File: config.mk
export PLATFORM = sky130hd
export DESIGN_NAME = scan_capture_mod
export DESIGN_NICKNAME = d
export VERILOG_FILES = /design/src/rtl/scan_capture_pkg.sv /design/src/rtl/seg_decode_mod.sv /design/src/rtl/scan_capture_mod.sv
export SDC_FILE = /design/constraint.sdc
export NUM_CORES = 1
export LEC_CHECK = 0
export ABC_AREA = 1
export BUFFER_PORTS_ARGS = -buffer_cell sky130_fd_sc_hd__buf_4
export CORE_MARGIN = 2
export CORE_UTILIZATION = 60
export CTS_BUF_LIST = sky130_fd_sc_hd__clkbuf_4
export CTS_CLUSTER_DIAMETER = 30
export CTS_CLUSTER_SIZE = 12
export DETAILED_ROUTE_END_ITERATION = 16
export PLACE_DENSITY_LB_ADDON = 0.1
export SLEW_MARGIN = 20
export SYNTH_ARGS = -nofsm -noshare
export SYNTH_HDL_FRONTEND = slang
export SYNTH_SLANG_ARGS = --single-unit
export TNS_END_PERCENT = 20
File: constraint.sdc
create_clock -name CLK -period 1.9 [get_ports CLK]
set_input_delay 0.19 -clock CLK [delete_from_list [all_inputs] [get_ports CLK]]
set_output_delay 0.19 -clock CLK [all_outputs]
set_load 0.1 [all_outputs]
File: src/rtl/scan_capture_pkg.sv
// Shared constants for the seven-segment scan receiver: active-low segment patterns,
// BCD codes for blank/illegal digits, digit-select codes and FSM state encodings.
package scan_capture_pkg;

  typedef enum logic {
    S_WAIT = 1'b0,
    S_HOLD = 1'b1
  } state_t;

  // Active-low {g,f,e,d,c,b,a} patterns of a common-anode display
  localparam logic [6:0] SEG_0     = 7'h40;
  localparam logic [6:0] SEG_1     = 7'h79;
  localparam logic [6:0] SEG_2     = 7'h24;
  localparam logic [6:0] SEG_3     = 7'h30;
  localparam logic [6:0] SEG_4     = 7'h19;
  localparam logic [6:0] SEG_5     = 7'h12;
  localparam logic [6:0] SEG_6     = 7'h02;
  localparam logic [6:0] SEG_7     = 7'h78;
  localparam logic [6:0] SEG_8     = 7'h00;
  localparam logic [6:0] SEG_9     = 7'h10;
  localparam logic [6:0] SEG_BLANK = 7'h7F;

  localparam logic [3:0] BCD_BLANK = 4'hA;
  localparam logic [3:0] BCD_ERR   = 4'hF;

  localparam logic [1:0] COL_ONES = 2'b10;
  localparam logic [1:0] COL_TENS = 2'b01;

endpackage

File: src/rtl/seg_decode_mod.sv
// Combinational seven-segment pattern to BCD decoder; zero latency, no flow control.
// Blank decodes to BCD_BLANK, any illegal pattern to BCD_ERR with err set.
module seg_decode_mod
  import scan_capture_pkg::*;
(
  input  logic [6:0] seg_pat,
  output logic [3:0] bcd,
  output logic       err
);

  always_comb begin
    bcd = BCD_ERR;
    err = 1'b1;
    case (seg_pat)
      SEG_0:     begin bcd = 4'd0;      err = 1'b0; end
      SEG_1:     begin bcd = 4'd1;      err = 1'b0; end
      SEG_2:     begin bcd = 4'd2;      err = 1'b0; end
      SEG_3:     begin bcd = 4'd3;      err = 1'b0; end
      SEG_4:     begin bcd = 4'd4;      err = 1'b0; end
      SEG_5:     begin bcd = 4'd5;      err = 1'b0; end
      SEG_6:     begin bcd = 4'd6;      err = 1'b0; end
      SEG_7:     begin bcd = 4'd7;      err = 1'b0; end
      SEG_8:     begin bcd = 4'd8;      err = 1'b0; end
      SEG_9:     begin bcd = 4'd9;      err = 1'b0; end
      SEG_BLANK: begin bcd = BCD_BLANK; err = 1'b0; end
      default:   ;
    endcase
  end

endmodule

File: src/rtl/scan_capture_mod.sv
// Two-digit scanned display receiver: outputs update SETTLE+4 edges after pins settle; no backpressure.
// SCAN_CAPTURE_DP_EN adds decimal-point capture; otherwise Row[7] is ignored and dp outputs are 0.
module scan_capture_mod
  import scan_capture_pkg::*;
#(
  parameter logic [18:0] SETTLE = 19'd49_999
) (
  input  logic       CLK,
  input  logic       RST_n,
  input  logic [7:0] Row_Scan_Sig,
  input  logic [1:0] Column_Scan_Sig,
  output logic [3:0] ten_bcd,
  output logic [3:0] one_bcd,
  output logic       ten_dp,
  output logic       one_dp,
  output logic       ten_err,
  output logic       one_err,
  output logic       frame_done
);

`ifdef SCAN_CAPTURE_DP_EN
  localparam int RW = 8;
`else
  localparam int RW = 7;
  logic unused_row7;
  assign unused_row7 = Row_Scan_Sig[7];
`endif
  localparam int SW = RW + 2;

  logic [RW-1:0] row_s1_q, row_s1_d, row_s2_q, row_s2_d;
  logic [1:0]    col_s1_q, col_s1_d, col_s2_q, col_s2_d;
  logic [SW-1:0] prev_q, prev_d, sample;
  state_t        state_q, state_d;
  logic [18:0]   count_q, count_d;
  logic [3:0]    ten_bcd_q, ten_bcd_d, one_bcd_q, one_bcd_d;
  logic          ten_err_q, ten_err_d, one_err_q, one_err_d;
  logic          got_one_q, got_one_d, got_ten_q, got_ten_d;
  logic          frame_done_q, frame_done_d;
  logic          mismatch, capture, cap_one, cap_ten;
  logic [3:0]    dec_bcd;
  logic          dec_err;

  // The synchronized segment bus is stable whenever it is captured, so one decoder serves both digits.
  seg_decode_mod u_seg_decode (
    .seg_pat (row_s2_q[6:0]),
    .bcd     (dec_bcd),
    .err     (dec_err)
  );

  always_comb begin
    row_s1_d = Row_Scan_Sig[RW-1:0];
    row_s2_d = row_s1_q;
    col_s1_d = Column_Scan_Sig;
    col_s2_d = col_s1_q;
    sample   = {col_s2_q, row_s2_q};
    prev_d   = sample;
    mismatch = (sample != prev_q);
  end

  always_comb begin
    state_d = state_q;
    count_d = count_q;
    capture = 1'b0;
    if (mismatch) begin
      state_d = S_WAIT;
      count_d = '0;
    end else begin
      case (state_q)
        S_WAIT: begin
          if (count_q == SETTLE) begin
            capture = 1'b1;
            state_d = S_HOLD;
          end else begin
            count_d = count_q + 19'd1;
          end
        end
        S_HOLD: begin
          if (count_q != '1) count_d = count_q + 19'd1;
        end
        default: state_d = S_WAIT;
      endcase
    end
  end

  assign cap_one = capture && (col_s2_q == COL_ONES);
  assign cap_ten = capture && (col_s2_q == COL_TENS);

  // The capture that completes the pair raises frame_done and starts a fresh frame.
  always_comb begin
    one_bcd_d    = one_bcd_q;
    one_err_d    = one_err_q;
    ten_bcd_d    = ten_bcd_q;
    ten_err_d    = ten_err_q;
    got_one_d    = got_one_q;
    got_ten_d    = got_ten_q;
    frame_done_d = 1'b0;
    if (cap_one) begin
      one_bcd_d = dec_bcd;
      one_err_d = dec_err;
      if (got_ten_q) begin
        frame_done_d = 1'b1;
        got_one_d    = 1'b0;
        got_ten_d    = 1'b0;
      end else begin
        got_one_d = 1'b1;
      end
    end
    if (cap_ten) begin
      ten_bcd_d = dec_bcd;
      ten_err_d = dec_err;
      if (got_one_q) begin
        frame_done_d = 1'b1;
        got_one_d    = 1'b0;
        got_ten_d    = 1'b0;
      end else begin
        got_ten_d = 1'b1;
      end
    end
  end

  always_ff @(posedge CLK or negedge RST_n) begin
    if (!RST_n) begin
      row_s1_q     <= '1;
      row_s2_q     <= '1;
      col_s1_q     <= 2'b11;
      col_s2_q     <= 2'b11;
      prev_q       <= '1;
      state_q      <= S_WAIT;
      count_q      <= '0;
      ten_bcd_q    <= '0;
      one_bcd_q    <= '0;
      ten_err_q    <= 1'b0;
      one_err_q    <= 1'b0;
      got_one_q    <= 1'b0;
      got_ten_q    <= 1'b0;
      frame_done_q <= 1'b0;
    end else begin
      row_s1_q     <= row_s1_d;
      row_s2_q     <= row_s2_d;
      col_s1_q     <= col_s1_d;
      col_s2_q     <= col_s2_d;
      prev_q       <= prev_d;
      state_q      <= state_d;
      count_q      <= count_d;
      ten_bcd_q    <= ten_bcd_d;
      one_bcd_q    <= one_bcd_d;
      ten_err_q    <= ten_err_d;
      one_err_q    <= one_err_d;
      got_one_q    <= got_one_d;
      got_ten_q    <= got_ten_d;
      frame_done_q <= frame_done_d;
    end
  end

`ifdef SCAN_CAPTURE_DP_EN
  logic ten_dp_q, ten_dp_d, one_dp_q, one_dp_d;

  always_comb begin
    ten_dp_d = ten_dp_q;
    one_dp_d = one_dp_q;
    if (cap_one) one_dp_d = ~row_s2_q[7];
    if (cap_ten) ten_dp_d = ~row_s2_q[7];
  end

  always_ff @(posedge CLK or negedge RST_n) begin
    if (!RST_n) begin
      ten_dp_q <= 1'b0;
      one_dp_q <= 1'b0;
    end else begin
      ten_dp_q <= ten_dp_d;
      one_dp_q <= one_dp_d;
    end
  end

  assign ten_dp = ten_dp_q;
  assign one_dp = one_dp_q;
`else
  assign ten_dp = 1'b0;
  assign one_dp = 1'b0;
`endif

  assign ten_bcd    = ten_bcd_q;
  assign one_bcd    = one_bcd_q;
  assign ten_err    = ten_err_q;
  assign one_err    = one_err_q;
  assign frame_done = frame_done_q;

endmodule

==> results.yml, run 1 <==
clocking:
  cts-root-buf: "clkbuf_4"
  clock-sinks: 60
  cts_tree: "built"
  cts.path.max_buffers: 2
  cts_made_buffers: 9
  clkTransAtPathRegs_ns: 0.10
  clk_latency_ns: 0.41
  htreeDepth: 3
sta:
  finalCritPeriodShare: 0.974
  timing.hold.ws_ns: 0.361
  fin_crit_ns: 1.85
  rsz0062_at_grt: "true"
  setup_viol: 0
  slew_headroom: 0.525
  worstMarginPinSlew_ns: 0.713
  skew_ns: 0.0149
  drv_slew: 0
  hold_violations: 0
  fmax_ghz: 0.540
floorplan:
  die_width_um: 73.5
  die_y_um: 73.5
  die_area_sq_mm: 0.00540
  rows: 25
  ios: 25
  core-area_sq_mm: 0.00469
  initial_core_util: 0.617
layout:
  fin_cells: 463
  nets: 417
  multi_input_area_sq_mm: 0.00123
  drive_gt1_frac: 0.308
  n_antenna_cell: 0
  fill_cells: 329
  seq_area_sq_mm: 0.00154
  fin_util: 0.764
  final_area_sq_mm: 0.00358
  synthToLayoutAreaGrowth_pct: 23.8
critical_path:
  cp.required_ns: 2.23
  worstPathArrival_ns: 2.18
  end_kind: "register"
  crit_type: "reg2reg"
  cp-start-kind: "register"
  critPathMaxFanout: 7
synthesis:
  yosysTopAreaCell: "dfrtp_1"
  ys_types: 34
  yosysWarnings: 0
  syn_avg_cell_area_sq_um: 8.32
  synth.cell_area_sq_mm: 0.00290
  ys_top_cells_by_area: "dfrtp_1, dfstp_2, nand2_1"
  seq_area_frac_synth: 0.530
  synth_top_area_share: 0.285
  synth_seq_cells: 60
  netlist_instances: 348
flow_run:
  max_cap_violations: 0
grt:
  grt_start_max_net_pins: 61
  gr-total-overflow: 0
  grt_use_total: 0.238
  grt_pass1_wl_um: 9570
  antenna_found_initial: 0
  grt_pass1_vias: 2193
routing:
  final_antenna_net_count: 0
  dr.pass1.iters: 4
  drc: 0
  viasPerCell: 5.27
  post_drt_wl_per_cell_um: 13.0
  vias: 2441
  dr.first_iter.drc_count: 103
  wl_um: 6040
placed_design:
  dp_hpwl_um: 3970
  globalplace.congestion: 0.913
  dp.cells: 425
  dpl_cell_area_sq_mm: 0.00314
  port_buffers: 21
min_path:
  hold_class: "reg2reg"
pwr:
  leakage_nw: 1.65
  power.density_mw_per_mm2: 669
  peakVddDrop_mv: 0.625
  p_total_mw: 2.40
outcome:
  run_status: "complete, no violations"
==> final cells by class <==
class,instances,share of cell area
Sequential cell,60,0.428
Inverter,44,0.0489
Timing Repair Buffer,49,0.122
Clock inverter,6,0.0182
Clock buffer,10,0.0209
Multi-Input combinational cell,240,0.343
Tap cell,54,0.0188
==> cells in the mapped netlist, drive strengths merged <==
library cell	instances
a21boi	1
a21o	1
a21oi	3
a31o	2
a31oi	3
and2	1
buf	7
conb	1
dfrtp	33
dfstp	27
ha	1
inv	44
nand2	100
nand3	19
nand4	21
nor2	59
nor3	8
nor3b	1
nor4	2
o21a	1
o21ai	7
o22ai	1
or2	2
xnor2	3
==> kinds of logic (layout without fill, tap and decap cells) <==
family	after synthesis	in the layout	share of synthesized area
xor gates and xnor gates	3	3	0.00908
and+or+nand+nor	213	215	0.338
buffers and inverters	51	109	0.0774
other	1	2	0.00130
AOI/OAI and AO/OA	19	19	0.0398
adders and majority gates	1	1	0.00432
DFF	60	60	0.530
==> metrics by stage <==
step | TNS (ns) | setup slack (ns)
3_3_place_gp | 0 | 0.0841
6_report | 0 | 0.0488
5_1_grt | -1.37 | -0.0996
3_5_place_dp | 0 | 0.00981
4_1_cts | 0 | 0.00505
2_1_floorplan | 0 | 0.256
==> path summary, 6_finish.rpt <==
check | start | end | slack (ns) | cells after the start
worst max-delay path | row_s2_q[0]$_DFF_PN1_ | state_q$_DFF_PN0_ | 0.05 | 10
max in group asynchronous | RST_n | count_q[5]$_DFFE_PN0P_ | 1.06 | 2
worst min-delay path | row_s1_q[3]$_DFF_PN1_ | row_s2_q[3]$_DFF_PN1_ | 0.36 | 0
worst min register to register | row_s1_q[3]$_DFF_PN1_ | row_s2_q[3]$_DFF_PN1_ | 0.36 | 0
min in group asynchronous | RST_n | count_q[18]$_DFFE_PN0P_ | 0.38 | 2
worst max register to register | row_s2_q[0]$_DFF_PN1_ | state_q$_DFF_PN0_ | 0.05 | 10
==> power by group <==
part           internal, mW  switching [mW]  leakage (nW)
logic                0.0549          0.0894         0.824
registers              1.33          0.0239         0.745
clock network         0.415           0.483        0.0763
total                  1.80           0.596          1.65
==> critical path, cell delays in order, from the launching register on <==
cell	delay [ns]
dfstp_2	0.60
nand2_1	0.06
inv_1	0.05
nor2_1	0.04
nor2_2	0.09
nand3_2	0.12
nor2_4	0.27
buf_4	0.17
buf_4	0.09
buf_4	0.12
a21boi_0	0.17
==> state kept, by name, indices dropped and copies added, names as in the netlist <==
name / cells
count_q: 19
ten_bcd: 4
frame_done: 1
one_err: 1
prev_q: 9
ten_err: 1
row_s2_q: 7
row_s1_q: 7
got_ten_q: 1
col_s2_q: 2
one_bcd: 4
col_s1_q: 2
got_one_q: 1
state_q: 1
==> metal layers <==
metal / vias up / global-route usage / part of all wire
met5: - / 0 / 0
met4: 0 / 0.0808 / 0.016
met3: 10 / 0.0837 / 0.061
met2: 82 / 0.397 / 0.51
met1: 1122 / 0.288 / 0.41
li1: 1227 / - / -
==> cells in the final DEF, fill, tap and decap left out, types with 2 or more instances in the layout <==
master	count
a21oi_1	3
a31o_2	2
a31oi_1	3
buf_4	33
buf_6	4
clkbuf_4	10
clkinv_2	2
clkinv_4	2
conb_1	2
dfrtp_1	33
dfstp_2	27
dlygate4sd3_1	10
inv_1	35
inv_2	6
inv_4	2
nand2_1	89
nand2_2	9
nand2_4	2
nand3_1	16
nand3_2	3
nand4_1	20
nor2_1	48
nor2_2	7
nor2_4	4
nor3_1	8
o21ai_0	5
or2_2	2
xnor2_1	3
==> what timing repair did <==
action                                  4_1_cts  5_1_grt
endpoints found under the setup margin        0       31
gates resized for setup                       0       31
setup buffers                                 0        9
hold buffers                                 10        0
endpoints found under the hold margin        42        0
Power figures use the tool's default switching activity.
==> inputs of run 2 (changes only) <==
--- a/config.mk
+++ b/config.mk
@@ -7,13 +7,14 @@
 export LEC_CHECK = 0
 export ABC_AREA = 1
 export BUFFER_PORTS_ARGS = -buffer_cell sky130_fd_sc_hd__buf_4
-export CORE_MARGIN = 2
+export CORE_MARGIN = 1.5
 export CORE_UTILIZATION = 60
 export CTS_BUF_LIST = sky130_fd_sc_hd__clkbuf_4
 export CTS_CLUSTER_DIAMETER = 30
 export CTS_CLUSTER_SIZE = 12
 export DETAILED_ROUTE_END_ITERATION = 16
 export PLACE_DENSITY_LB_ADDON = 0.1
+export SETUP_SLACK_MARGIN = 0.5
 export SLEW_MARGIN = 20
 export SYNTH_ARGS = -nofsm -noshare
 export SYNTH_HDL_FRONTEND = slang
==> run 2 against run 1 <==
Against the previous run:
- non-clock buffer count is 18 higher
- critical path type unchanged
- sequential share of layout area is 0.77 points lower
- register-to-register slack better by 0.04 ns
- die area is 2.7% lower
- routed wire length stayed put
- hold slack worse by 0.0071 ns
- clock-buffer cell count stayed put
- power is 5.8% lower
- global-route usage is 1.3 points higher
- highest routed layer unchanged
==> results.yml, run 2 (synthesis results as in run 1) <==
critical_path:
  rr_startpoint: "row_s2_q[6]$_DFF_PN1_"
  worstPathArrival_ns: 2.11
  r2r_setup_slack_ns: 0.09
  slowest_delay_ns: 0.55
  end_kind: "register"
  crit_type: "reg2reg"
  critPathMaxFanout: 5
  cpLargestDelayFamily: "simple AND/OR/NAND/NOR gates"
  cp.buffers_inverters: 3
  cp.required_ns: 2.20
  cp-start-kind: "register"
  crit_chain: "inv_2, nand2_1, nand2_1, nor2_2, nand3_2, nor2_4, buf_6, nand3_4, nand2_1, inv_1, nand3_1, o21ai_0"
  cp.depth: 12
  r2r-end: "count_q[0]$_DFFE_PN0P_"
  rr_worst_depth: 12
  cp_slowest_cell: "dfstp_2"
  cp_common_cell: "nand2_1"
placed_design:
  dpl_cell_area_sq_mm: 0.00314
  globalplace.congestion: 0.915
  dp.cells: 425
  place_ws_ns: 0.0105
  dp_hpwl_um: 3810
  port_buffers: 21
floorplan:
  initial_core_util: 0.617
  core-area_sq_mm: 0.00469
  die_y_um: 72.5
  rows: 25
  die_width_um: 72.5
  ios: 25
  die_area_sq_mm: 0.00525
sta:
  fin_crit_ns: 1.81
  finalCritPeriodShare: 0.952
  setup_viol: 0
  skew_ns: 0.0129
  fin_ws_ns: 0.0908
  drv_slew: 0
  timing.hold.ws_ns: 0.354
  tns_ns: 0
  slew_headroom: 0.529
  worstMarginPinSlew_ns: 0.706
  hold_violations: 0
  fmax_ghz: 0.553
  rsz0062_at_grt: "true"
routing:
  dr.pass1.iters: 5
  final_antenna_net_count: 0
  vias: 2513
  wl_um: 6040
  drc: 0
  dr.first_iter.drc_count: 145
  viasPerCell: 5.24
  post_drt_wl_per_cell_um: 12.6
pwr:
  power.density_mw_per_mm2: 618
  p_sw_mw: 0.586
  power.share.clock: 0.335
  p_total_mw: 2.26
  swShare: 0.260
  pwr-share-comb: 0.067
  peakVddDrop_mv: 0.595
  seq_power_share: 0.598
  power.internal_mw: 1.67
  leakage_nw: 1.72
min_path:
  min_delay_path_depth: 0
  min_to: "col_s2_q[1]$_DFF_PN1_"
  hp-start: "col_s1_q[1]$_DFF_PN1_"
  hold_class: "reg2reg"
clocking:
  cts.path.max_buffers: 2
  cts_tree: "built"
  clkTransAtPathRegs_ns: 0.10
  htreeDepth: 3
  cts-root-buf: "clkbuf_4"
  clk_latency_ns: 0.41
  clock-sinks: 60
  cts_made_buffers: 9
layout:
  seq_area_sq_mm: 0.00154
  nets: 434
  largest_reg_flops: 19
  multi_input_area_sq_mm: 0.00122
  synthToLayoutAreaGrowth_pct: 26.2
  fin_util: 0.779
  drive_gt1_frac: 0.333
  fill_cells: 346
  final_area_sq_mm: 0.00365
  max_flop_register: "count_q"
  final_cell_mix: "nand2_1, buf_4, nor2_1, inv_1, dfrtp_1"
  final_common_cell: "nand2_1"
  n_antenna_cell: 0
  fin_cells: 480
  largestRegisters: "count_q: 19 flops, prev_q: 9 flops"
flow_run:
  max_cap_violations: 0
outcome:
  run_status: "complete, no violations"
grt:
  gr-total-overflow: 0
  grt_start_max_net_pins: 61
  grt_use_total: 0.251
  antenna_found_initial: 0
  grt_pass1_wl_um: 10100
  grt_pass1_vias: 2268
[run 2: changes by cell type in the layout (fill, tap and decap cells not counted), sizes merged]
cell | before | now
nand2 | 101 | 100
clkinv | 4 | 3
buf | 38 | 57
bufinv | 1 | 0
inv | 44 | 46
clkbuf | 11 | 10
[run 2: how the worst max path moves through the flow]
stage	end	slack [ns]	startpoint
after CTS	got_ten_q$_DFFE_PN0P_	0.13	count_q[9]$_DFFE_PN0P_
after global routing	count_q[4]$_DFFE_PN0P_	-0.05	count_q[15]$_DFFE_PN0P_
after global placement	count_q[13]$_DFFE_PN0P_	0.05	count_q[1]$_DFFE_PN0P_
after floorplan	count_q[10]$_DFFE_PN0P_	0.26	row_s2_q[5]$_DFF_PN1_
final	count_q[0]$_DFFE_PN0P_	0.09	row_s2_q[6]$_DFF_PN1_
after detailed placement	count_q[13]$_DFFE_PN0P_	0.01	count_q[1]$_DFFE_PN0P_
[run 2: per-layer routing]
| metal | part of all wire | wire, um | up-vias | track usage |
|---|---|---|---|---|
| met5 | 0 | 0 | - | 0 |
| met4 | 0.017 | 103 | 0 | 0.107 |
| met3 | 0.050 | 301 | 11 | 0.0597 |
| met2 | 0.47 | 2840 | 70 | 0.383 |
| met1 | 0.46 | 2790 | 1173 | 0.346 |
| li1 | - | - | 1259 | - |
[run 2: final cells by class]
type | instances | share of cell area
clock buffers | 10 | 0.0205
clock inverters | 6 | 0.0106
well taps | 54 | 0.0185
inverters | 44 | 0.0459
multi-input cells | 239 | 0.333
flip-flops and latches | 60 | 0.421
repair buffers | 67 | 0.151
[run 2: power groups by stage]
stage / combinational [mW] / sequential [mW] / clock (mW)
floorplan: 0.0659 / 1.37 / 0
global placement: 0.109 / 1.37 / 0
detailed placement: 0.110 / 1.37 / 0
CTS: 0.144 / 1.35 / 0.782
global route: 0.170 / 1.35 / 0.830
finish: 0.151 / 1.35 / 0.757
[run 2: timing repair]
| action | in CTS | in global routing |
|---|---|---|
| hold endpoints to repair | 42 | 0 |
| gates resized for setup | 9 | 19 |
| buffers inserted | 17 | 11 |
| hold buffers | 10 | 0 |
| pin swaps | 6 | 25 |
| setup endpoints to repair | 33 | 33 |
| gates cloned | 1 | 0 |
[run 2: worst register-to-register path: stages (launching register included)]
cell	delay, ns
dfstp_2	0.55
inv_2	0.05
nand2_1	0.06
nand2_1	0.07
nor2_2	0.11
nand3_2	0.11
nor2_4	0.16
buf_6	0.12
nand3_4	0.11
nand2_1	0.12
inv_1	0.08
nand3_1	0.08
o21ai_0	0.08
